===== src/rtl/ps2_script_typer.sv =====
// ps2_script_typer
// Plays a ROM script of set-2 make scancodes as PS/2 device-to-host frames.
// Each key is sent as make, F0, make. A 0x00 entry, or the last ROM address,
// ends the script.
//   clk          system clock
//   reset        synchronous, active-high
//   start        one-cycle pulse, begins playback at entry 0 (ignored while busy)
//   script_addr  ROM address
//   script_data  ROM data, valid one cycle after script_addr changes
//   ps2clk       emulated PS/2 clock (idle high)
//   ps2data      emulated PS/2 data (idle high)
//   busy         high from start acceptance until playback ends
//   done         one-cycle pulse when the script ends, coincident with busy falling
module ps2_script_typer #(
  parameter int clk_mhz     = 25,
  parameter int ps2_khz     = 12,
  parameter int half_cycles = clk_mhz * 1000 / (2 * ps2_khz),
  parameter int byte_gap    = 8 * half_cycles,
  parameter int key_gap     = clk_mhz * 100000,
  parameter int addr_bits   = 5
) (
  input  logic                 clk,
  input  logic                 reset,
  input  logic                 start,
  output logic [addr_bits-1:0] script_addr,
  input  logic [7:0]           script_data,
  output logic                 ps2clk,
  output logic                 ps2data,
  output logic                 busy,
  output logic                 done
);

  localparam int HC_W  = $clog2(half_cycles) + 1;
  localparam int BG_W  = $clog2(byte_gap) + 1;
  localparam int KG_W  = $clog2(key_gap) + 1;
  localparam int GAP_W = (KG_W > BG_W) ? KG_W : BG_W;

  typedef enum logic [2:0] {
    ST_IDLE,
    ST_FETCH,
    ST_DECODE,
    ST_FRAME,
    ST_GAP,
    ST_FINISH
  } state_t;

  state_t           state;
  logic [HC_W-1:0]  half_cnt;
  logic [3:0]       bit_cnt;
  logic [10:0]      shreg;
  logic [GAP_W-1:0] gap_cnt;
  logic [7:0]       key;
  logic [1:0]       phase;     // 0: make, 1: F0, 2: repeated make
  logic             last_key;  // last ROM address already typed

  // stop, odd parity, data LSB first, start
  function automatic logic [10:0] frame_of(input logic [7:0] b);
    return {1'b1, ~^b, b, 1'b0};
  endfunction

  // Frame loads happen on the transition edge itself so the start bit is on
  // the wire in the first cycle of FRAME; gap reloads subtract the cycles the
  // following states spend before that load, keeping line-idle times exact.
  always_ff @(posedge clk) begin
    if (reset) begin
      state       <= ST_IDLE;
      script_addr <= '0;
      ps2clk      <= 1'b1;
      ps2data     <= 1'b1;
      busy        <= 1'b0;
      done        <= 1'b0;
      half_cnt    <= '0;
      bit_cnt     <= '0;
      shreg       <= '1;
      gap_cnt     <= '0;
      key         <= '0;
      phase       <= '0;
      last_key    <= 1'b0;
    end else begin
      done <= 1'b0;
      case (state)
        ST_IDLE: begin
          if (start) begin
            script_addr <= '0;
            busy        <= 1'b1;
            last_key    <= 1'b0;
            state       <= ST_FETCH;
          end
        end
        ST_FETCH: state <= ST_DECODE;
        ST_DECODE: begin
          if (script_data == 8'h00 || last_key) begin
            done  <= 1'b1;
            busy  <= 1'b0;
            state <= ST_FINISH;
          end else begin
            key      <= script_data;
            phase    <= 2'd0;
            shreg    <= frame_of(script_data);
            ps2data  <= 1'b0;
            ps2clk   <= 1'b1;
            half_cnt <= HC_W'(half_cycles - 1);
            bit_cnt  <= '0;
            state    <= ST_FRAME;
          end
        end
        ST_FRAME: begin
          if (half_cnt != '0) begin
            half_cnt <= half_cnt - 1'b1;
          end else begin
            half_cnt <= HC_W'(half_cycles - 1);
            if (ps2clk) begin
              ps2clk <= 1'b0;
            end else if (bit_cnt == 4'd10) begin
              ps2clk  <= 1'b1;
              ps2data <= 1'b1;
              gap_cnt <= (phase == 2'd2) ? GAP_W'(key_gap - 3) : GAP_W'(byte_gap - 1);
              state   <= ST_GAP;
            end else begin
              ps2clk  <= 1'b1;
              ps2data <= shreg[1];
              shreg   <= {1'b1, shreg[10:1]};
              bit_cnt <= bit_cnt + 1'b1;
            end
          end
        end
        ST_GAP: begin
          if (gap_cnt != '0) begin
            gap_cnt <= gap_cnt - 1'b1;
          end else if (phase == 2'd2) begin
            phase <= 2'd0;
            if (script_addr == '1) last_key <= 1'b1;
            else                   script_addr <= script_addr + 1'b1;
            state <= ST_FETCH;
          end else begin
            phase    <= phase + 2'd1;
            shreg    <= frame_of((phase == 2'd0) ? 8'hF0 : key);
            ps2data  <= 1'b0;
            ps2clk   <= 1'b1;
            half_cnt <= HC_W'(half_cycles - 1);
            bit_cnt  <= '0;
            state    <= ST_FRAME;
          end
        end
        ST_FINISH: state <= ST_IDLE;
        default:   state <= ST_IDLE;
      endcase
    end
  end

endmodule

===== config.mk =====
export PLATFORM = sky130hd
export DESIGN_NAME = ps2_script_typer
export DESIGN_NICKNAME = d
export VERILOG_FILES = /design/src/rtl/ps2_script_typer.sv
export SDC_FILE = /design/constraint.sdc
export NUM_CORES = 1
export LEC_CHECK = 0
export BUFFER_PORTS_ARGS = -buffer_cell sky130_fd_sc_hd__buf_2
export CAP_MARGIN = 20
export CORE_MARGIN = 5
export CORE_UTILIZATION = 65
export CTS_CLUSTER_SIZE = 20
export DETAILED_ROUTE_END_ITERATION = 12
export GPL_ROUTABILITY_DRIVEN = 0
export PLACE_DENSITY = 0.84
export SLEW_MARGIN = 20
export SYNTH_ARGS = -nofsm -noshare
export SYNTH_HDL_FRONTEND = slang
export SYNTH_SLANG_ARGS = --single-unit

===== constraint.sdc =====
create_clock -name clk -period 4.15 [get_ports clk]
set_clock_uncertainty 0.15 [all_clocks]
set_input_delay 0.83 -clock clk [delete_from_list [all_inputs] [get_ports clk]]
set_output_delay 0.83 -clock clk [all_outputs]
set_load 0.005 [all_outputs]

==> flow_summary_export.csv, run 1 <==
group,metric,value,unit
setup_path,end_kind,"flop",
cells_and_area,final_area,4093,µm²
synth,ys_seq_area_frac,0.3843,
cells_and_area,layout_commonest_cell,"dfxtp_1",
clocking,hold_buffers,0,
place,post-dp-hpwl,5633,µm
sta,slew_violations,0,
clocking,numClockSinks,71,
clocking,clockBufferDepth,2,
cells_and_area,nNetsFinal,494,
setup_path,cp.required,4.25,ns
setup_path,worst_path_max_delay_cell,"or3_1",
power,power.density,433.1,nW/µm²
routing,ant_nets,0,
place,numPlacedInstances,533,
synth,yosysWarnings,0,
setup_path,cp_common_cell,"or3_1",
synth,syn-num-nets,480,
sta,max_freq,261.9,MHz
setup_path,crit_chain,"inv_1 -> ha_1 -> or4b_4 -> or3_1 -> o21ai_4 -> nand4_2 -> or3_1 -> a211oi_1",
floorplan,die_w,85.43,µm
synth,synth_area_leaders,"dfxtp_1 38%, nor2_1 7.0%, a21oi_1 6.1%",
floorplan,die-height,85.43,µm
power,p_leak,1.642,nW
sta,fin_setup_tns,0,ns
synth,syn_inst,458,
clocking,cts_made_buffers,9,
grt,globalRoute.totalOverflow,0,
synth,async_flop_share,0,
setup_path,cp.arrival,3.92,ns
routing,drtIter0Drc,220,
routing,dr.pass1.iters,5,
grt,grt_use_total,0.2410,
sta,hold_viol,0,
routing,via_count,3390,
place,port_buffers,19,
job,drv_cap,0,
routing,vias_per_cell,6.175,
sta,final.period_utilization,0.9202,
setup_path,path_max_fanout,26,
cells_and_area,drive_gt1_frac,0.1090,
floorplan,io_pins,20,
cells_and_area,final_cell_mix,"71 x dfxtp_1, 69 x nor2_1, 45 x a21oi_1, 31 x nand2_1, 21 x o21ai_0",
cells_and_area,fillCellCount,415,
setup_path,worstSetupPathType,"flop to flop",
setup_path,startpoint_type,"flop",
clocking,clk_latency,0.34,ns
synth,synth.avg_cell_area,8.075,µm²
sta,setup_viol,0,
clocking,cts_resized,0,
power,finalPower,1.772,mW
clocking,clkTransAtPathRegs,0.07,ns
routing,wl_per_cell,15.20,µm
power,peakVddDrop,0.0002619,V
clocking,cts_max_level,3,
grt,grt_pass1_wl,14310,µm
clocking,cts_setup_buffers,0,
routing,drt_wl_total,8345,µm
cells_and_area,area_growth_syn_to_layout,10.66,%
clocking,root_buffer,"clkbuf_8",
sta,slew_headroom,0.4259,
synth,synth_area_leader_cell,"dfxtp_1",
synth,ys_ff_latch,71,
routing,remaining_drc_errors,0,
sta,tightest_slew,0.8574,ns
min_path,hold_path.class,"flop to flop",
floorplan,rows,27,
floorplan,initial_utilization,0.6717,
synth,yosys.area.top_type_share,0.3843,
setup_path,max_stage_delay,0.57,ns
outcome,status,"completed",
synth,synth_cell_type_count,60,
place,placed_area,3837,µm²
floorplan,core_area,5507,µm²
cells_and_area,finalNonFillerCells,549,
grt,grt_max_degree,57,
clocking,cts_tree,"yes",
synth,synth_edf_count,0,
floorplan,die_area,7298,µm²
grt,grt_pass1_vias,3160,
synth,netlist_area,3699,µm²
grt,antenna_found_initial,0,
sta,fin_hold_ws,0.3301,ns
sta,period_minus_slack,3.819,ns
synth,dominantRegCellSynth,"dfxtp_1",
sta,rsz0062_at_grt,"no",
cells_and_area,antenna_cells,0,
[synth_stat cells (2+ instances only)]
cell type,instances
a22o_1,4
nor3_1,14
nor2_1,69
or4_1,6
nand3_1,12
nor4_1,11
a31oi_1,2
or3_1,13
nand2b_1,6
a211o_1,2
nand4_1,4
a2111oi_0,11
mux2i_1,3
nand2_1,31
and3_1,3
nor2b_1,3
o21a_1,5
nand3b_1,2
a31o_2,2
a211oi_1,8
a21oi_1,45
inv_1,19
o211ai_1,2
buf_2,4
o21ai_0,21
a311oi_1,3
xor2_1,6
clkbuf_1,16
dfxtp_1,71
nor3b_1,2
xnor2_1,19
ha_1,11
[stage by stage]
step,utilization,setup slack [ns]
2_1_floorplan,-,1.325
3_3_place_gp,0.6969,0.5233
3_5_place_dp,0.6969,0.3207
4_1_cts,0.7432,0.3771
5_1_grt,0.7432,0.1319
6_report,0.7432,0.3311
[sequential cells by signal, indices dropped and copies added (netlist names)]
| register | count |
|---|---|
| half_cnt | 12 |
| busy | 1 |
| bit_cnt | 4 |
| state | 3 |
| shreg | 9 |
| done | 1 |
| ps2data | 1 |
| last_key | 1 |
| script_addr | 5 |
| phase | 2 |
| key | 8 |
| gap_cnt | 23 |
| ps2clk | 1 |
[layout make-up]
cell class | count | area, µm² | share of cell area
inverters | 20 | 75.07 | 0.01834
repair buffers | 25 | 140.1 | 0.03424
well taps | 72 | 90.09 | 0.02201
flip-flops and latches | 71 | 1421 | 0.3473
multi-input cells | 345 | 2111 | 0.5157
clock inverters | 5 | 103.9 | 0.02537
clock buffers | 11 | 151.4 | 0.03699
[kinds of logic (layout without fill, tap and decap cells)]
group           Yosys count  after routing  share of synthesized area
simple gates            187            187                     0.2551
compound gates          118            118                     0.2081
flops                    71             71                     0.3843
buf+inv                  42             61                    0.04499
xor+xnor                 25             25                    0.05920
fa+ha+maj                11             11                    0.03721
mux                       4              4                    0.01116
[critical path: cells and delay by family (launching register included)]
family	cells	cell delay [ns]
adder cells (fa/ha/maj)	1	0.24
flip-flops	1	0.34
buffers and inverters	1	0.10
AND/OR/NAND/NOR	4	2.20
AO/OA/AOI/OAI	2	0.69
[path summary, 6_finish.rpt]
| check | cells after the start | from | to | slack (ns) |
|---|---|---|---|---|
| setup / recovery | 8 | gap_cnt[0]$_SDFFE_PP0P_ | bit_cnt[3]$_SDFFE_PP0P_ | 0.33 |
| hold / removal | 2 | phase[1]$_SDFFE_PP0P_ | phase[1]$_SDFFE_PP0P_ | 0.33 |
| setup reg to reg | 8 | gap_cnt[0]$_SDFFE_PP0P_ | bit_cnt[3]$_SDFFE_PP0P_ | 0.33 |
| hold reg to reg | 2 | phase[1]$_SDFFE_PP0P_ | phase[1]$_SDFFE_PP0P_ | 0.33 |
[power by group]
group	internal (mW)	leakage [nW]	switching (mW)
Clock	0.432	0.130	0.257
Combinational	0.132	0.937	0.185
Sequential	0.726	0.576	0.0408
Total	1.29	1.64	0.483
[metal layers]
layer / track usage / share of wire
met1: 0.2925 / 0.44
met2: 0.4082 / 0.48
met3: 0.06408 / 0.051
met4: 0.08777 / 0.024
met5: 0 / 0
Power figures use the tool's default switching activity.
==> run 2: changes to the inputs <==
--- a/config.mk
+++ b/config.mk
@@ -8,11 +8,11 @@
 export BUFFER_PORTS_ARGS = -buffer_cell sky130_fd_sc_hd__buf_2
 export CAP_MARGIN = 20
 export CORE_MARGIN = 5
-export CORE_UTILIZATION = 65
+export CORE_UTILIZATION = 55
 export CTS_CLUSTER_SIZE = 20
 export DETAILED_ROUTE_END_ITERATION = 12
 export GPL_ROUTABILITY_DRIVEN = 0
-export PLACE_DENSITY = 0.84
+export PLACE_DENSITY = 0.76
 export SLEW_MARGIN = 20
 export SYNTH_ARGS = -nofsm -noshare
 export SYNTH_HDL_FRONTEND = slang
==> constraint.sdc (replaced) <==
create_clock -name clk -period 3.36 [get_ports clk]
set_clock_uncertainty 0.15 [all_clocks]
set_input_delay 0.672 -clock clk [delete_from_list [all_inputs] [get_ports clk]]
set_output_delay 0.672 -clock clk [all_outputs]
set_load 0.005 [all_outputs]
==> run 2 against run 1 <==
Register-to-register slack lost 0.12 ns. Final cell count grew 2.0%. Maximum frequency grew 21%. Wire length grew 0.90%. Combinational power grew 25%. Sequential power grew 24%. Via count shrank 1.8%. Non-clock buffer count grew 7. First-iteration DRC count shrank 9.1%. Hold slack gained 0.0029 ns. Die area grew 16%. Largest cell class unchanged. Highest routed layer unchanged.
==> flow_summary_export.csv, run 2 (synthesized netlist as in run 1, its figures left out) <==
group,metric,value,unit
power,p_seq_frac,0.467,
cells_and_area,seqCellArea,1421,µm²
clocking,cts_setup_buffers,0,
setup_path,worstSetupPathType,"flop to flop",
clocking,numClockSinks,71,
floorplan,core_area,6459,µm²
sta,rsz0062_at_grt,"no",
job,drv_cap,0,
grt,globalRoute.totalOverflow,0,
grt,met3_usage,0.02782,
grt,grt_pass1_vias,3168,
clocking,clkTransAtPathRegs,0.08,ns
cells_and_area,final_area,4093,µm²
power,swShare,0.2985,
place,place_worst_setup_slack,0.2676,ns
cells_and_area,finalNonFillerCells,560,
clocking,clockBufferDepth,2,
power,p_leak,1.641,nW
cells_and_area,drive_gt1_frac,0.1201,
setup_path,rrSetupSlack,0.21,ns
sta,slew_headroom,0.5587,
sta,setup_viol,0,
routing,ant_nets,0,
cells_and_area,multi_input_area,2111,µm²
sta,period_minus_slack,3.153,ns
cells_and_area,final_cell_mix,"71 x dfxtp_1, 69 x nor2_1, 45 x a21oi_1, 31 x nand2_1, 21 x o21ai_0",
routing,via_count,3328,
clocking,cts_made_buffers,9,
grt,grt_pass1_wl,14390,µm
power,power_frac_comb,0.195,
setup_path,path_max_fanout,25,
cells_and_area,area_growth_syn_to_layout,10.66,%
cells_and_area,fillCellCount,596,
place,numPlacedInstances,545,
grt,met2_usage,0.3327,
grt,grt_use_met1,0.2710,
setup_path,startpoint_type,"flop",
sta,tightest_slew,0.6560,ns
setup_path,critPathTopFamily,"simple AND/OR/NAND/NOR gates",
routing,drtIter0Drc,200,
floorplan,die_area,8465,µm²
clocking,hold_buffers,0,
routing,remaining_drc_errors,0,
floorplan,die-height,92.01,µm
floorplan,rows,29,
floorplan,io_pins,20,
grt,grt_max_degree,40,
setup_path,end_kind,"flop",
setup_path,worst_path_max_delay_cell,"or4b_4",
floorplan,die_w,92.01,µm
sta,final.period_utilization,0.9385,
setup_path,cp_num_buf_inv,2,
power,peakVddDrop,0.0002695,V
power,cell_internal_pwr,1.424,mW
cells_and_area,largest_register_ffs,23,
cells_and_area,antenna_cells,0,
routing,vias_per_cell,5.943,
grt,antenna_found_initial,0,
power,clock_power_share,0.338,
clocking,root_buffer,"clkbuf_8",
sta,fin_setup_tns,0,ns
cells_and_area,largest-register,"gap_cnt",
place,placed_area,3896,µm²
sta,slew_violations,0,
routing,wl_per_cell,15.04,µm
setup_path,max_stage_delay,0.51,ns
routing,drt_wl_total,8420,µm
grt,grt_use_total,0.2062,
place,post-dp-hpwl,5864,µm
setup_path,cp.arrival,3.24,ns
setup_path,cp.required,3.45,ns
sta,hold_viol,0,
floorplan,initial_utilization,0.5726,
clocking,clk_latency,0.35,ns
min_path,hold_path.class,"flop to flop",
place,port_buffers,19,
grt,top_usage_layer,"met2",
clocking,cts_max_level,3,
power,power.switching,0.6061,mW
outcome,status,"completed",
clocking,cts_tree,"yes",
cells_and_area,top_regs,"gap_cnt: 23 flops, half_cnt: 12 flops, shreg: 9 flops",
setup_path,crit_chain,"inv_1 -> ha_1 -> or4b_4 -> or3_1 -> o21ai_4 -> buf_4 -> o21a_1 -> a211oi_1 -> nor4_1",
sta,max_freq,317.1,MHz
sta,fin_ws,0.2067,ns
clocking,cts_resized,0,
routing,dr.pass1.iters,4,
power,power.density,496.2,nW/µm²
cells_and_area,nNetsFinal,501,
cells_and_area,layout_commonest_cell,"dfxtp_1",
[run 2: cell types whose count changed in the layout (fill, tap and decap cells not counted), sizes merged]
cell and change:
clkinvlp +2, clkbuf -1, bufinv -2, buf +7
[run 2: path summary, 6_finish.rpt]
path | start | end | depth (start not counted)
setup / recovery | gap_cnt[0]$_SDFFE_PP0P_ | gap_cnt[17]$_SDFFE_PP0P_ | 9
hold / removal | gap_cnt[10]$_SDFFE_PP0P_ | gap_cnt[10]$_SDFFE_PP0P_ | 2
setup reg to reg | gap_cnt[0]$_SDFFE_PP0P_ | gap_cnt[17]$_SDFFE_PP0P_ | 9
hold reg to reg | gap_cnt[10]$_SDFFE_PP0P_ | gap_cnt[10]$_SDFFE_PP0P_ | 2
[run 2: layout make-up]
cell class | count | share of cell area
Timing Repair Buffer | 32 | 0.04708
Tap cell | 77 | 0.02354
Multi-Input combinational cell | 345 | 0.5157
Clock inverter | 5 | 0.01437
Inverter | 20 | 0.01834
Sequential cell | 71 | 0.3473
Clock buffer | 10 | 0.03363
[run 2: metal layers]
metal,up-vias,part of all wire
met5,-,0
met4,0,0.022
met1,1552,0.49
met2,61,0.45
li1,1696,-
met3,19,0.035
[run 2: stage by stage]
stage	utilization	hold WS (ns)	power (mW)
3_5_place_dp	0.6033	0.3164	1.360
6_report	0.6337	0.3330	2.031
2_1_floorplan	-	0.2907	1.264
5_1_grt	0.6337	0.3566	2.138
3_3_place_gp	0.6033	0.3090	1.346
4_1_cts	0.6337	0.3262	2.044
[run 2: power by group through the flow]
stage | Sequential [mW] | Combinational [mW] | Clock (mW)
after global routing | 0.956 | 0.449 | 0.733
after floorplan | 0.948 | 0.315 | 0
after CTS | 0.947 | 0.397 | 0.699
final | 0.948 | 0.397 | 0.686
after global placement | 0.964 | 0.383 | 0
after detailed placement | 0.966 | 0.394 | 0
[run 2: worst reg2reg max path: cells and delay by family (launching register included)]
kind	cells	cell delay, ns
flops	1	0.34
simple gates	3	1.30
fa+ha+maj	1	0.19
compound gates	3	0.69
buf+inv	2	0.38
==> run 3: changes to the inputs <==
==> constraint.sdc (replaced) <==
create_clock -name clk -period 3.36 [get_ports clk]
set_clock_uncertainty 0.15 [all_clocks]
set_input_delay 0.504 -clock clk [delete_from_list [all_inputs] [get_ports clk]]
set_output_delay 0.504 -clock clk [all_outputs]
set_load 0.005 [all_outputs]
==> run 3 against run 2 <==
Sequential share of layout area is 0.074 points lower. Register-to-register slack better by 0.04 ns. Sequential power hardly changed. Non-clock buffer count stayed put. Maximum frequency is 1.3% higher. Critical path depth is 1 lower. Wire length is 1.7% lower. Largest cell class unchanged. Highest routed layer unchanged.
==> flow_summary_export.csv, run 3 (synthesized netlist as in run 1, its figures left out) <==
group,metric,value,unit
setup_path,crit_end,"gap_cnt[16]$_SDFFE_PP0P_",
setup_path,cp.required,3.47,ns
power,peakVddDrop,0.0002937,V
sta,slew_headroom,0.5566,
cells_and_area,nNetsFinal,501,
job,drv_cap,0,
clocking,cts_max_level,3,
grt,grt_pass1_vias,3202,
grt,globalRoute.totalOverflow,0,
sta,setup_viol,0,
sta,period_minus_slack,3.114,ns
cells_and_area,largest-register,"gap_cnt",
sta,max_freq,321.2,MHz
setup_path,rr_endpoint,"gap_cnt[16]$_SDFFE_PP0P_",
cells_and_area,largest_register_ffs,23,
floorplan,die_area,8465,µm²
min_path,hold_path.class,"input pin to flop",
routing,remaining_drc_errors,0,
sta,slew_violations,0,
sta,fin_hold_ws,0.2895,ns
setup_path,worstSetupStartpoint,"half_cnt[0]$_SDFFE_PP0P_",
cells_and_area,layout_commonest_cell,"dfxtp_1",
setup_path,cp.arrival,3.23,ns
clocking,cts_made_buffers,9,
cells_and_area,top_regs,"gap_cnt: 23 flops, half_cnt: 12 flops, shreg: 9 flops",
floorplan,initial_utilization,0.5726,
clocking,clkTransAtPathRegs,0.08,ns
cells_and_area,final_cell_mix,"71 x dfxtp_1, 69 x nor2_1, 45 x a21oi_1, 31 x nand2_1, 21 x o21ai_0",
power,p_leak,1.637,nW
routing,drt_wl_total,8280,µm
clocking,clk_latency,0.36,ns
clocking,root_buffer,"clkbuf_8",
sta,fin_setup_tns,0,ns
routing,ant_nets,0,
cells_and_area,antenna_cells,0,
floorplan,rows,29,
clocking,clockBufferDepth,2,
floorplan,core_area,6459,µm²
power,power.density,495.0,nW/µm²
grt,antenna_found_initial,0,
routing,dr.pass1.iters,5,
setup_path,end_kind,"flop",
floorplan,io_pins,20,
setup_path,rr_worst_depth,8,
routing,via_count,3336,
routing,drtIter0Drc,197,
sta,rsz0062_at_grt,"no",
place,port_buffers,19,
cells_and_area,fillCellCount,564,
sta,tightest_slew,0.6590,ns
grt,grt_max_degree,40,
clocking,numClockSinks,71,
setup_path,rr_startpoint,"half_cnt[0]$_SDFFE_PP0P_",
clocking,cts_tree,"yes",
grt,grt_use_total,0.2056,
sta,final.period_utilization,0.9266,
routing,wl_per_cell,14.79,µm
setup_path,path_max_fanout,17,
setup_path,worstSetupPathType,"flop to flop",
setup_path,rrSetupSlack,0.25,ns
cells_and_area,drive_gt1_frac,0.1222,
setup_path,startpoint_type,"flop",
routing,vias_per_cell,5.957,
outcome,status,"completed",
floorplan,die_w,92.01,µm
floorplan,die-height,92.01,µm
cells_and_area,area_growth_syn_to_layout,10.89,%
place,post-dp-hpwl,5746,µm
sta,hold_viol,0,
grt,grt_pass1_wl,14350,µm
[run 3: stage by stage]
step                setup slack [ns]    util  power [mW]  area, µm²  std cells
finish                        0.2465  0.6350       2.030       4101        560
global route                 0.09627  0.6350       2.137       4101        560
CTS                           0.1668  0.6325       2.037       4085        559
detailed placement            0.1982  0.6021       1.354       3889        544
global placement              0.2807  0.6021       1.345       3889        544
floorplan                     0.5762       -       1.264       3699        458
[run 3: routing by layer]
| metal | global-route usage | vias to the layer above | wire, µm |
|---|---|---|---|
| met3 | 0.05810 | 12 | 438 |
| met2 | 0.3345 | 86 | 3907 |
| met4 | 0.06931 | 0 | 121 |
| li1 | - | 1693 | - |
| met1 | 0.2628 | 1545 | 3812 |
| met5 | 0 | - | 0 |
[run 3: worst min path at each step]
stage,endpoint,startpoint,depth (start not counted),slack [ns]
2_1_floorplan,gap_cnt[10]$_SDFFE_PP0P_,gap_cnt[10]$_SDFFE_PP0P_,2,0.29
3_3_place_gp,gap_cnt[10]$_SDFFE_PP0P_,gap_cnt[10]$_SDFFE_PP0P_,2,0.31
3_5_place_dp,gap_cnt[10]$_SDFFE_PP0P_,gap_cnt[10]$_SDFFE_PP0P_,2,0.31
4_1_cts,shreg[8]$_SDFFE_PP1P_,script_data[7],3,0.29
5_1_grt,shreg[8]$_SDFFE_PP1P_,script_data[7],3,0.31
6_report,shreg[5]$_SDFFE_PP1P_,script_data[4],3,0.29
[run 3: worst max-delay path, cell delays in order (launching register included)]
cell and delay, ns:
dfxtp_1 0.34, inv_1 0.09, ha_1 0.14, or3b_2 0.47, or3_1 0.39, or3_1 0.57, a2111oi_0 0.65, xnor2_1 0.18
nor2_1 0.05
[run 3: timing repair]
item | CTS | global route
resized for setup | 0 | 4
hold buffers | 0 | 0
endpoints found under the setup margin | 0 | 12
buffers inserted | 0 | 1
[run 3: power by group]
group,switching [mW],internal [mW],total (mW),leakage (nW)
logic,0.222,0.169,0.391,0.967
registers,0.0522,0.896,0.948,0.576
clock network,0.332,0.358,0.690,0.0944
total,0.606,1.42,2.03,1.64
[run 3: layout make-up]
class                   instances  area [µm²]  share of cell area
multi-input cells             345        2120              0.5168
flip-flops and latches         71        1421              0.3466
repair buffers                 32       192.7             0.04698
clock buffers                  10       137.6             0.03356
well taps                      77       96.34             0.02349
inverters                      20       75.07             0.01830
clock inverters                 5       58.81             0.01434
